--- src/rtl/wb_arbiter_pkg.sv ---
// Shared completion-record types for the writeback path.
// The FU-facing interface and the writeback arbiter both use fu_complete_t.
package rv32i_types;

  localparam int unsigned NUM_FU   = 4;
  localparam int unsigned FU_IDX_W = $clog2(NUM_FU);

  typedef struct packed {
    logic [31:0] order;
    logic [4:0]  rd_addr;
    logic [31:0] rd_data;
    logic        rd_we;
  } fu_complete_t;

endpackage

--- src/rtl/wb_arbiter_port_fifo.sv ---
// Per-port completion FIFO: DEPTH entries, natural-wrap pointers, registered count.
// Push and pop in the same cycle keep the count and the order.
module wb_port_fifo #(
  parameter int unsigned DEPTH = 2
) (
  input  logic                       clk,
  input  logic                       rst,
  input  logic                       push,
  input  rv32i_types::fu_complete_t  push_data,
  input  logic                       pop,
  output rv32i_types::fu_complete_t  head,
  output logic [$clog2(DEPTH):0]     count,
  output logic                       full,
  output logic                       empty
);
  import rv32i_types::*;

  localparam int unsigned PTR_W = $clog2(DEPTH);
  localparam int unsigned CNT_W = PTR_W + 1;

  fu_complete_t     mem [DEPTH];
  logic [PTR_W-1:0] wr_ptr;
  logic [PTR_W-1:0] rd_ptr;

  always_ff @(posedge clk) begin
    if (rst) begin
      wr_ptr <= '0;
      rd_ptr <= '0;
      count  <= '0;
    end else begin
      if (push) wr_ptr <= wr_ptr + 1'b1;
      if (pop)  rd_ptr <= rd_ptr + 1'b1;
      if (push && !pop)      count <= count + 1'b1;
      else if (!push && pop) count <= count - 1'b1;
    end
  end

  // Storage carries no reset; head is only meaningful while count != 0.
  always_ff @(posedge clk) begin
    if (push && !rst) mem[wr_ptr] <= push_data;
  end

  assign head  = mem[rd_ptr];
  assign full  = (count == CNT_W'(DEPTH));
  assign empty = (count == '0);

endmodule

--- src/rtl/wb_arbiter.sv ---
// Writeback arbiter: buffers single-cycle FU completions per port and presents
// one per cycle to writeback, round-robin, holding the choice while stalled.
module wb_arbiter #(
  parameter int unsigned NUM_FU = 4,
  parameter int unsigned DEPTH  = 2
) (
  input  logic                                   clk,
  input  logic                                   rst,
  input  logic                                   flush,
  input  logic [NUM_FU-1:0]                      fu_valid,
  input  rv32i_types::fu_complete_t [NUM_FU-1:0] fu_data,
  output logic [NUM_FU-1:0]                      fu_ready,
  output logic                                   wb_valid,
  output rv32i_types::fu_complete_t              wb_data,
  output logic [$clog2(NUM_FU)-1:0]              wb_port,
  input  logic                                   wb_ready,
  output logic                                   overflow
);
  import rv32i_types::*;

  localparam int unsigned IDX_W = $clog2(NUM_FU);
  localparam int unsigned CNT_W = $clog2(DEPTH) + 1;

  logic                clr;
  logic [NUM_FU-1:0]   push;
  logic [NUM_FU-1:0]   pop;
  logic [NUM_FU-1:0]   full;
  logic [NUM_FU-1:0]   empty;
  logic [NUM_FU-1:0]   cand;
  fu_complete_t        heads  [NUM_FU];
  logic [CNT_W-1:0]    counts [NUM_FU];

  logic [IDX_W-1:0]    rr_ptr;
  logic [IDX_W-1:0]    rr_grant;
  logic [IDX_W-1:0]    grant;
  logic [IDX_W-1:0]    grant_hold;
  logic                grant_lock;
  logic                handshake;

  assign clr = rst | flush;

  for (genvar i = 0; i < NUM_FU; i++) begin : g_port
    assign fu_ready[i] = ~full[i];
    assign push[i]     = fu_valid[i] & ~full[i];
    assign cand[i]     = (counts[i] != '0);

    wb_port_fifo #(.DEPTH(DEPTH)) u_fifo (
      .clk       (clk),
      .rst       (clr),
      .push      (push[i]),
      .push_data (fu_data[i]),
      .pop       (pop[i]),
      .head      (heads[i]),
      .count     (counts[i]),
      .full      (full[i]),
      .empty     (empty[i])
    );
  end

  always_comb begin
    int unsigned pos;
    logic        found;
    rr_grant = '0;
    found    = 1'b0;
    pos      = 0;
    for (int k = 0; k < NUM_FU; k++) begin
      pos = (int'(rr_ptr) + k) % NUM_FU;
      if (!found && cand[pos[IDX_W-1:0]]) begin
        rr_grant = pos[IDX_W-1:0];
        found    = 1'b1;
      end
    end
  end

  // A stalled presentation keeps its port so a later push cannot preempt it.
  assign grant     = grant_lock ? grant_hold : rr_grant;
  assign wb_valid  = ~(&empty);
  assign wb_port   = wb_valid ? grant : '0;
  assign wb_data   = wb_valid ? heads[grant] : '0;
  assign handshake = wb_valid & wb_ready;

  always_comb begin
    pop = '0;
    if (handshake) pop[grant] = 1'b1;
  end

  always_ff @(posedge clk) begin
    if (clr) begin
      rr_ptr     <= '0;
      grant_lock <= 1'b0;
      grant_hold <= '0;
      overflow   <= 1'b0;
    end else begin
      overflow <= overflow | (|(fu_valid & ~fu_ready));
      if (handshake) begin
        rr_ptr     <= (grant == IDX_W'(NUM_FU - 1)) ? '0 : grant + 1'b1;
        grant_lock <= 1'b0;
      end else begin
        grant_lock <= wb_valid;
        grant_hold <= grant;
      end
    end
  end

endmodule

--- config.mk ---
export PLATFORM = sky130hd
export DESIGN_NAME = wb_arbiter
export DESIGN_NICKNAME = d
export VERILOG_FILES = /design/src/rtl/wb_arbiter_pkg.sv /design/src/rtl/wb_arbiter_port_fifo.sv /design/src/rtl/wb_arbiter.sv
export SDC_FILE = /design/constraint.sdc
export NUM_CORES = 1
export LEC_CHECK = 0
export ABC_AREA = 0
export BUFFER_PORTS_ARGS = -buffer_cell sky130_fd_sc_hd__buf_2
export CORE_MARGIN = 2
export CORE_UTILIZATION = 30
export DETAILED_ROUTE_END_ITERATION = 10
export PLACE_DENSITY = 0.55
export SLEW_MARGIN = 20
export SYNTH_ARGS = -nofsm -noshare
export SYNTH_HDL_FRONTEND = slang
export SYNTH_SLANG_ARGS = --single-unit
--- constraint.sdc ---
create_clock -name clk -period 10.35 [get_ports clk]
set_input_delay 1.5525 -clock clk [delete_from_list [all_inputs] [get_ports clk]]
set_output_delay 1.5525 -clock clk [all_outputs]
set_load 0.05 [all_outputs]
### Word level (Yosys, flattened, before mapping)

Memories as Yosys holds them, arrays and structs flattened. A register that Yosys moved wholly into a read port is not among the register bits.
Index checks and enable logic that the tools add are counted.
Widths: inputs -> output; s select.

| storage, ports and cells | value |
|---|---|
| memories kept | 4 |
| output and inout port bits | 78 |
| RAM bits | 560 |
| register bits after elaboration | 22 |
| input bits | 288 |

Memory list:

| name | words | bits a word | read ports | clocked after memory_dff | wr ports | RTL line | text |
|---|---|---|---|---|---|---|---|
| g_port[0].u_fifo.mem | 2 | 70 | 1 | 1 | 1 | wb_arbiter_port_fifo.sv:21 | `fu_complete_t mem [DEPTH];` |
| g_port[1].u_fifo.mem | 2 | 70 | 1 | 1 | 1 | wb_arbiter_port_fifo.sv:21 |  |
| g_port[2].u_fifo.mem | 2 | 70 | 1 | 1 | 1 | wb_arbiter_port_fifo.sv:21 |  |
| g_port[3].u_fifo.mem | 2 | 70 | 1 | 1 | 1 | wb_arbiter_port_fifo.sv:21 |  |

| operators by class | value |
|---|---|
| add/sub/neg operators | 20 |
| eq/ne operators | 5 |
| muxes and demuxes | 49 |
| bitwise gates (word level) | 15 |
| reduce and logical (&&, ||, !) cells | 43 |
| $lt $le $gt $ge | 7 |

Operators with widths:

| operator | count |
|---|---|
| $mux 70 | 3 |
| $bmux 70 s2 | 1 |
| $mux 2 | 15 |
| $mux 1 | 24 |
| $logic_and 1x1->1 | 16 |
| $reduce_bool 2->1 | 8 |
| $lt 2x3->1 const B | 5 |
| $add 2x1->2 const B | 6 |
| $logic_not 1->1 | 12 |
| $eq 2x2->1 const B | 5 |
| $add 1x1->1 const B | 8 |
| $bmux 1 s2 | 4 |
| $logic_not 2->1 | 4 |
| $sub 2x1->2 const B | 4 |
| $and 1x1->1 | 5 |
| $not 1->1 | 5 |
| $add 2x2->2 const B | 2 |
| $and 4x4->4 | 1 |
| $mux 4 | 1 |
| $not 4->4 | 1 |
| $reduce_and 4->1 | 1 |
| $reduce_or 4->1 | 1 |
| $ge 3x3->1 const B | 1 |
| $not 2->3 | 1 |
| 4 further kinds | 5 |

### Depth between registers and ports, before layout

Gate-level depths: netlist of run 1.

| depth | value |
|---|---|
| depth in word-level cells | 22 |
| mapped depth | 13 |

### Modules after synthesis

Synthesis of run 1 repeated with hierarchy kept, for this count alone.

| unflattened totals | value |
|---|---|
| cell total of the unflattened synthesis | 1266 |
| area, all modules | 24328.3 um^2 |

Modules (own cells, without submodules):

| module | cells an instance | instances | area an instance (um^2) |
|---|---|---|---|
| wb_port_fifo | 240 | 4 | 5287.6 |
| wb_arbiter | 306 | 1 | 3178.0 |

### Worst setup path after synthesis of run 1

No wires, ideal clock.

| timing | value |
|---|---|
| path type | input-to-reg |
| start | input port flush |
| end | memory g_port[1].u_fifo.mem[0][0] (netlist bit), enable pin |
| library setup time | 0.599 ns |
| cell stages on the path | 4 |
| setup slack | 2.408 ns |
| required time | 9.751 ns |
| arrival | 7.344 ns |
| cell sequence | or2_2 > clkbuf_1 > clkbuf_1 > nor3b_1 |

| on the way | value |
|---|---|
| word-level cells in the longest chain between the ends | 5 |

Ends and longest elaborated chain:

| item | RTL line | text |
|---|---|---|
| from (decl) | wb_arbiter.sv:9 | `input logic flush,` |
| $or 1x1->1 | wb_arbiter.sv:40 | `assign clr = rst \| flush;` |
| $logic_not 1->1 | wb_arbiter_port_fifo.sv:40 | `if (push && !rst) mem[wr_ptr] <= push_data;` |
| $logic_and 1x1->1 | wb_arbiter_port_fifo.sv:40 |  |
| $mux 1 | wb_arbiter_port_fifo.sv:40 |  |
| $mux 1 (implied by the code) | wb_arbiter_port_fifo.sv:40 |  |
| to (decl) | wb_arbiter_port_fifo.sv:21 |  |

No other way between the ends.

==> metrics.txt, run 1 <==
CTS buffer count=68; Routed Antenna Nets=0; power per cell area=253 nW/µm²; # hold bufs at CTS=0; Die Ht=283 µm; post-CTS sizing=0; RSZ-0062 raised after global routing=no; initial DRC count=920; width of the die=283 µm; CP Capture Type=output pin; routability cong.=0.799; layout cell share with drive strength beyond 1=0.324; vias=13300; synthesized area per cell=18.2 µm²; syn nets=1580; R2R Path Start=g_port[3].u_fifo.count[0]$_SDFFE_PP0P_; Initial Util=0.303; Synthesis Warnings=0; Max rail drop VDD=0.189 mV; final instance area=28500 µm²; drt via density=4.80; Post-DP HPWL=42500 µm; worst hold path class=flop to flop; largest net degree at the start of global routing=68; Slew Limit Fails=0; minimum clock period=5.89 ns; DRC=0; Maximum Capacitance Violations=0; IO buf count=365; P_leak=9.16 nW; root buf cell=clkbuf_16; clk buf depth=3; first-pass GRT wire length=94900 µm; skew final=0.0320 ns; GRT Util Overall=0.160; sequential area share after synthesis=0.740; Slew @ Worst Pin=1.15 ns; Rel. slew slack=0.235; Top Ports=366; fin crit share=0.569; initial antenna violation count=37; crit path launch=g_port[0].u_fifo.count[0]$_SDFFE_PP0P_; FP Rows=102; WP data arrival=4.33 ns; FF-to-FF setup slack=6.09 ns; final hold slack=0.485 ns; placed inst area=26300 µm²; Clock Latency Late Sink=0.60 ns; Routed WL per cell=23.7 µm; Post-Route WL=65800 µm; CTS clk-pin slew, worst paths=0.06 ns; Worst R2R End=g_port[3].u_fifo.count[1]$_SDFFE_PP0P_; WP data required=8.80 ns; Worst R2R Path Depth=11; Area Growth Syn to Fin=21.6%; total gr overflow=0; CP startpoint kind=flop; crit-path max FO=67; level count of the clock H-tree=3; number of global-route vias before repair=14300; Worst setup endpoint=wb_data[10]; status=complete, no violations; Netlist Area Pre-Place=23400 µm²; Final Hold Vio Count=0; Crit Path Category=flop to output pin; Max Freq=0.170 GHz; Setup Buffers After CTS=0; fin cells=2772; synthesized instance count=1287; Cells after DPL=2632; layout filler cell count=7357; clock sinks=586; Floorplan Core Area=77300 µm²; Setup TNS Final=0 ns; total iterations of the first detailed-routing run=5; number of synthesized register bits=586; Finish-stage setup viols=0; CTS tree=built; die area=80400 µm²; Yosys cell types=48; Layout Nets=1955
[report_power, final]
part	internal [mW]	leakage (nW)	switching [mW]	total [mW]
Sequential	2.66	5.30	0.0430	2.71
Clock	1.35	1.04	0.948	2.30
Combinational	0.593	2.82	1.62	2.21
Total	4.61	9.16	2.61	7.22
[metrics by stage]
| stage | power (mW) | utilization | setup slack, ns |
|---|---|---|---|
| 2_1_floorplan | 4.43 | - | 2.41 |
| 3_5_place_dp | 5.00 | 0.340 | 4.98 |
| 4_1_cts | 7.32 | 0.368 | 4.35 |
| 6_report | 7.22 | 0.369 | 4.46 |
| 3_3_place_gp | 4.97 | 0.340 | 5.08 |
| 5_1_grt | 7.49 | 0.368 | 4.28 |
[worst max-delay path, stage by stage, from the launching register on]
cell	delay [ns]
dfxtp_1	0.35
nor2_1	0.33
nand2_1	0.17
nor3_4	0.18
inv_2	0.11
a31oi_4	0.83
buf_4	0.88
o221ai_1	0.32
and2_1	0.25
buf_2	0.21
[layout by cell type, fill, tap and decap left out, types with 3 or more instances in the layout]
cell,count
a21oi_1,8
and2_0,4
and2_1,71
and3_4,5
buf_2,365
buf_4,22
bufinv_16,3
clkbuf_1,18
clkbuf_16,71
clkinv_1,14
clkinv_2,7
dfxtp_1,22
dfxtp_4,4
diode_2,17
edfxtp_1,560
ha_1,5
inv_1,6
inv_6,3
mux2i_1,286
nand2_1,12
nand2b_1,3
nor2_1,20
nor3b_2,4
o21ai_0,5
o221ai_1,90
o221ai_2,50
or3_1,7
xnor2_1,4
xor2_1,9
[cell families after synthesis]
family	count (synthesis)	share of synthesized area
and+or+nand+nor	140	0.0354
DFF	586	0.740
adders and majority gates	5	0.00267
AOI/OAI and AO/OA	166	0.0735
muxes	286	0.122
buffers and inverters	91	0.0216
xor gates and xnor gates	13	0.00486
[metal layers]
layer / track usage / routed length, µm / up-vias
met5: 0 / 167 / -
met2: 0.283 / 34000 / 432
met3: 0.0381 / 3660 / 121
met4: 0.0528 / 1640 / 26
met1: 0.190 / 26400 / 6739
li1: - / - / 5993
[Yosys cell counts (all sizes together)]
library cell    n  area [µm²]
a211oi          2        15.0
a21oi           8        40.0
a221o           2        20.0
a221oi          1        15.0
a31oi           3        33.8
and2           75         469
and3            5        31.3
and4            1        8.76
buf            45         332
clkbuf         37         139
clkinv          1        5.00
dfxtp          26         521
edfxtp        560       16800
ha              5        62.6
inv             8        30.0
mux2i         286        2860
nand2          12        45.0
nand2b          3        18.8
nand3           4        35.0
nand4           1        6.26
nor2           21        81.3
nor2b           1        6.26
nor3            2        21.3
nor3b           4        30.0
nor4b           1        8.76
o21ai           7        38.8
o221ai        140        1540
o22ai           2        12.5
o31ai           1        7.51
or2             3        23.8
or3             7        43.8
xnor2           4        35.0
xor2            9        78.8
[flip-flops by register name (all words and copies together) (netlist names), named ones only]
register / count
overflow: 1
grant_hold: 2
g_port.u_fifo.wr_ptr: 4
g_port.u_fifo.rd_ptr: 4
rr_ptr: 2
g_port.u_fifo.mem: 560
g_port.u_fifo.count: 8
grant_lock: 1
[layout make-up]
class                           count  area (µm²)  share of cell area
Clock buffer                       91        1870              0.0657
Timing Repair Buffer              387        1990              0.0699
Antenna cell                       17        42.5             0.00149
Tap cell                         1040        1300              0.0457
Sequential cell                   586       17400               0.609
Multi-Input combinational cell    610        5640               0.198
Inverter                            9        35.0             0.00123
Clock inverter                     32         267             0.00935
[worst min-delay path by stage]
stage | startpoint | to | slack (ns) | cells past startpoint
2_1_floorplan | g_port[2].u_fifo.rd_ptr$_SDFFE_PP0P_ | flop | 0.46 | 2
3_3_place_gp | g_port[2].u_fifo.rd_ptr$_SDFFE_PP0P_ | flop | 0.45 | 2
3_5_place_dp | g_port[2].u_fifo.rd_ptr$_SDFFE_PP0P_ | flop | 0.48 | 2
4_1_cts | g_port[2].u_fifo.rd_ptr$_SDFFE_PP0P_ | flop | 0.48 | 2
5_1_grt | g_port[0].u_fifo.rd_ptr$_SDFFE_PP0P_ | g_port[0].u_fifo.rd_ptr$_SDFFE_PP0P_ | 0.51 | 2
6_report | g_port[2].u_fifo.rd_ptr$_SDFFE_PP0P_ | flop | 0.48 | 2
Power figures use the tool's default switching activity.
==> run 2, diff against run 1 <==
- ABC_AREA: 0 -> 1
- PLACE_DENSITY: 0.55 -> 0.56
- clock period: 10.35 -> 5.29 ns (I/O delays scaled with it)
==> metrics.txt, run 2 <==
status=complete, no violations (unchanged); Final Hold Vio Count=0 (unchanged); final hold slack=0.382 ns (was 0.485 ns); RSZ-0062 raised after global routing=no (unchanged); WP data arrival=3.98 ns (was 4.33 ns); number of global-route vias before repair=15100 (was 14300); DRC=0 (unchanged); mux contribution to synthesized area=0.117 (was 0.122); Commonest cells post-synth=edfxtp_1, mux2i_1, nor2_1 (was edfxtp_1, mux2i_1, o221ai_1); layout cell share with drive strength beyond 1=0.263 (was 0.324); Reg area=17400 µm² (unchanged); ys flop type=edfxtp_1 (unchanged); WP data required=4.50 ns (was 8.80 ns); clk buf depth=3 (unchanged); CTS tree=built (unchanged); first-pass GRT wire length=95300 µm (was 94900 µm); syn nets=1943 (was 1580); layout filler cell count=7600 (was 7357); Crit Path Category=flop to output pin (unchanged); Biggest register=g_port.u_fifo.mem (unchanged); die area=81800 µm² (was 80400 µm²); worst hold path class=input pin to flop (was flop to flop); Post-Route WL=65500 µm (was 65800 µm); crit-path max FO=39 (was 67); Slew Limit Fails=0 (unchanged); Simple-Gate Fraction of Synth Area=0.104 (was 0.0354); Top Registers=g_port.u_fifo.mem x560, g_port.u_fifo.count x8 (unchanged); placed inst area=26900 µm² (was 26300 µm²); number of synthesized flops with an enable pin=560 (unchanged); Rel. slew slack=0.418 (was 0.235); DR WL met3=4010 µm (was 3660 µm); fin util=0.369 (about the same); Maximum Capacitance Violations=0 (unchanged); Post-DP HPWL=43100 µm (was 42500 µm); GRT Util Overall=0.157 (was 0.160); number of synthesized register bits=586 (unchanged); clock sinks=586 (unchanged); top cell type's share of synthesized area=0.705 (was 0.718); most common cell after layout, fill and taps aside=edfxtp_1 (unchanged); vias=14700 (was 13300); asr flop ratio synth=0 (unchanged); IO buf count=365 (unchanged); Area Growth Syn to Fin=21.9% (was 21.6%); CP startpoint kind=flop (unchanged); largest cells by area after synthesis=edfxtp_1, mux2i_1, nand3_1 (was edfxtp_1, mux2i_1, o221ai_1); Top Ports=366 (unchanged); highest metal used=met5 (unchanged); Slew @ Worst Pin=0.873 ns (was 1.15 ns); total iterations of the first detailed-routing run=6 (was 5); width of the die=286 µm (was 283 µm); minimum clock period=4.78 ns; largest net degree at the start of global routing=91 (was 68); synthesized area per cell=14.5 µm² (was 18.2 µm²); routability cong.=0.803 (was 0.799); top-count cell post-synth=edfxtp_1 (unchanged); FF-to-FF setup slack=1.55 ns (was 6.09 ns); Die Ht=286 µm (was 283 µm); Routed WL per cell=20.9 µm (was 23.7 µm); Multi-input gate area=5960 µm² (was 5640 µm²); root buf cell=clkbuf_16 (unchanged); P_leak=10.0 nW (was 9.16 nW); post-CTS sizing=0 (unchanged); level count of the clock H-tree=3 (unchanged); Synthesis Warnings=0 (unchanged); Floorplan Core Area=78900 µm² (was 77300 µm²); R2R Path Start=rr_ptr[0]$_SDFFE_PP0P_ (was g_port[3].u_fifo.count[0]$_SDFFE_PP0P_); Netlist Area Pre-Place=23800 µm² (was 23400 µm²); number of flip-flops under the largest register name=560 (unchanged); # hold bufs at CTS=0 (unchanged); top cell type by total area after synthesis=edfxtp_1 (unchanged); fin crit share=0.903; Layout Nets=2313 (was 1955); Max rail drop VDD=0.324 mV (was 0.189 mV); total gr overflow=0 (unchanged); CTS buffer count=68 (unchanged); Finish-stage setup viols=0 (unchanged); initial antenna violation count=27 (was 37); sequential area share after synthesis=0.727 (was 0.740); skew final=0.0262 ns (was 0.0320 ns); drt via density=4.69 (was 4.80); adder-cell share of the synthesized area=0.00262 (was 0.00267); Clock Latency Late Sink=0.60 ns (about the same); CTS clk-pin slew, worst paths=0.06 ns (about the same); synthesized instance count=1650 (was 1287); CP Capture Type=output pin (unchanged); most frequent cells in the layout=edfxtp_1, buf_2, mux2i_1 (unchanged); Yosys cell types=30 (was 48); Initial Util=0.302 (was 0.303); Routed Antenna Nets=0 (unchanged); crit path launch=rr_ptr[0]$_SDFFE_PP0P_ (was g_port[0].u_fifo.count[0]$_SDFFE_PP0P_); Max Freq=0.209 GHz; FP Rows=103 (was 102); final instance area=29100 µm² (was 28500 µm²); metal2 WL=33500 µm (was 34000 µm); Setup TNS Final=0 ns (unchanged); initial DRC count=1006 (was 920); main combinational cell family by area after synthesis=multiplexers (unchanged); Worst Hold Launch=fu_data[16] (was g_port[2].u_fifo.rd_ptr$_SDFFE_PP0P_); power per cell area=511 nW/µm² (was 253 nW/µm²); complex-gate fraction of the synthesized area=0.0230 (was 0.0735); met1 wire length=26200 µm (was 26400 µm); Synth Area in XOR/XNOR=0.000367 (was 0.00486); Setup Buffers After CTS=0 (unchanged)
[run 2: cells by family (layout without fill, tap and decap cells)]
kind of cell	Yosys count	in the layout
flip-flops	586	586
AND/OR/NAND/NOR	542	542
multiplexers	279	279
buffers and inverters	129	549
AO/OA/AOI/OAI	108	108
adder cells (fa/ha/maj)	5	5
XOR/XNOR	1	1
other	0	11
[run 2: path summary, 6_finish.rpt]
path                                                          endpoint  cells after the start
worst max register to register  g_port[3].u_fifo.count[1]$_SDFFE_PP0P_                     17
worst min register to register    g_port[3].u_fifo.wr_ptr$_SDFFE_PP0P_                      2
worst max-delay path                                       wb_data[22]                     15
worst min-delay path             g_port[0].u_fifo.mem[1][16]$_DFFE_PP_                      1
[run 2: worst max-delay path, cell delays in order (launching register included)]
cell and delay [ns]:
dfxtp_1 0.55, nand2_1 0.18, nand2_1 0.12, nand2_1 0.07, nand2_1 0.11, nand3_1 0.10, nand2_1 0.09, nand2_1 0.06
nand3_1 0.17, nand2_8 0.24, inv_2 0.70, buf_4 0.40, o21ai_0 0.16, nor2_1 0.13, nor2_1 0.06, buf_2 0.20
[run 2: power breakdown]
group | leakage [nW] | switching, mW | internal [mW]
clock | 1.05 | 1.86 | 2.66
combinational | 3.66 | 3.87 | 1.14
sequential | 5.30 | 0.0909 | 5.21
total | 10.0 | 5.82 | 9.02
[run 2: cell type report]
type | instances | area share
Sequential cell | 586 | 0.597
Multi-Input combinational cell | 935 | 0.205
Timing Repair Buffer | 397 | 0.0737
Clock buffer | 81 | 0.0613
Tap cell | 1050 | 0.0452
Clock inverter | 39 | 0.0125
Inverter | 32 | 0.00439
Antenna cell | 11 | 0.000947
[run 2: layer usage]
layer | GRT usage | vias up
met2 | 0.277 | 453
met5 | 0 | -
met3 | 0.0369 | 132
met4 | 0.0573 | 32
met1 | 0.185 | 7176
li1 | - | 6876
[run 2: per-stage QoR]
stage | instances | worst slack, ns | power, mW
2_1_floorplan | 1650 | -1.30 | 9.06
3_3_place_gp | 3000 | 1.30 | 10.4
3_5_place_dp | 3000 | 1.16 | 10.4
4_1_cts | 3120 | 0.479 | 15.0
5_1_grt | 3131 | 0.218 | 15.5
6_report | 3131 | 0.514 | 14.8
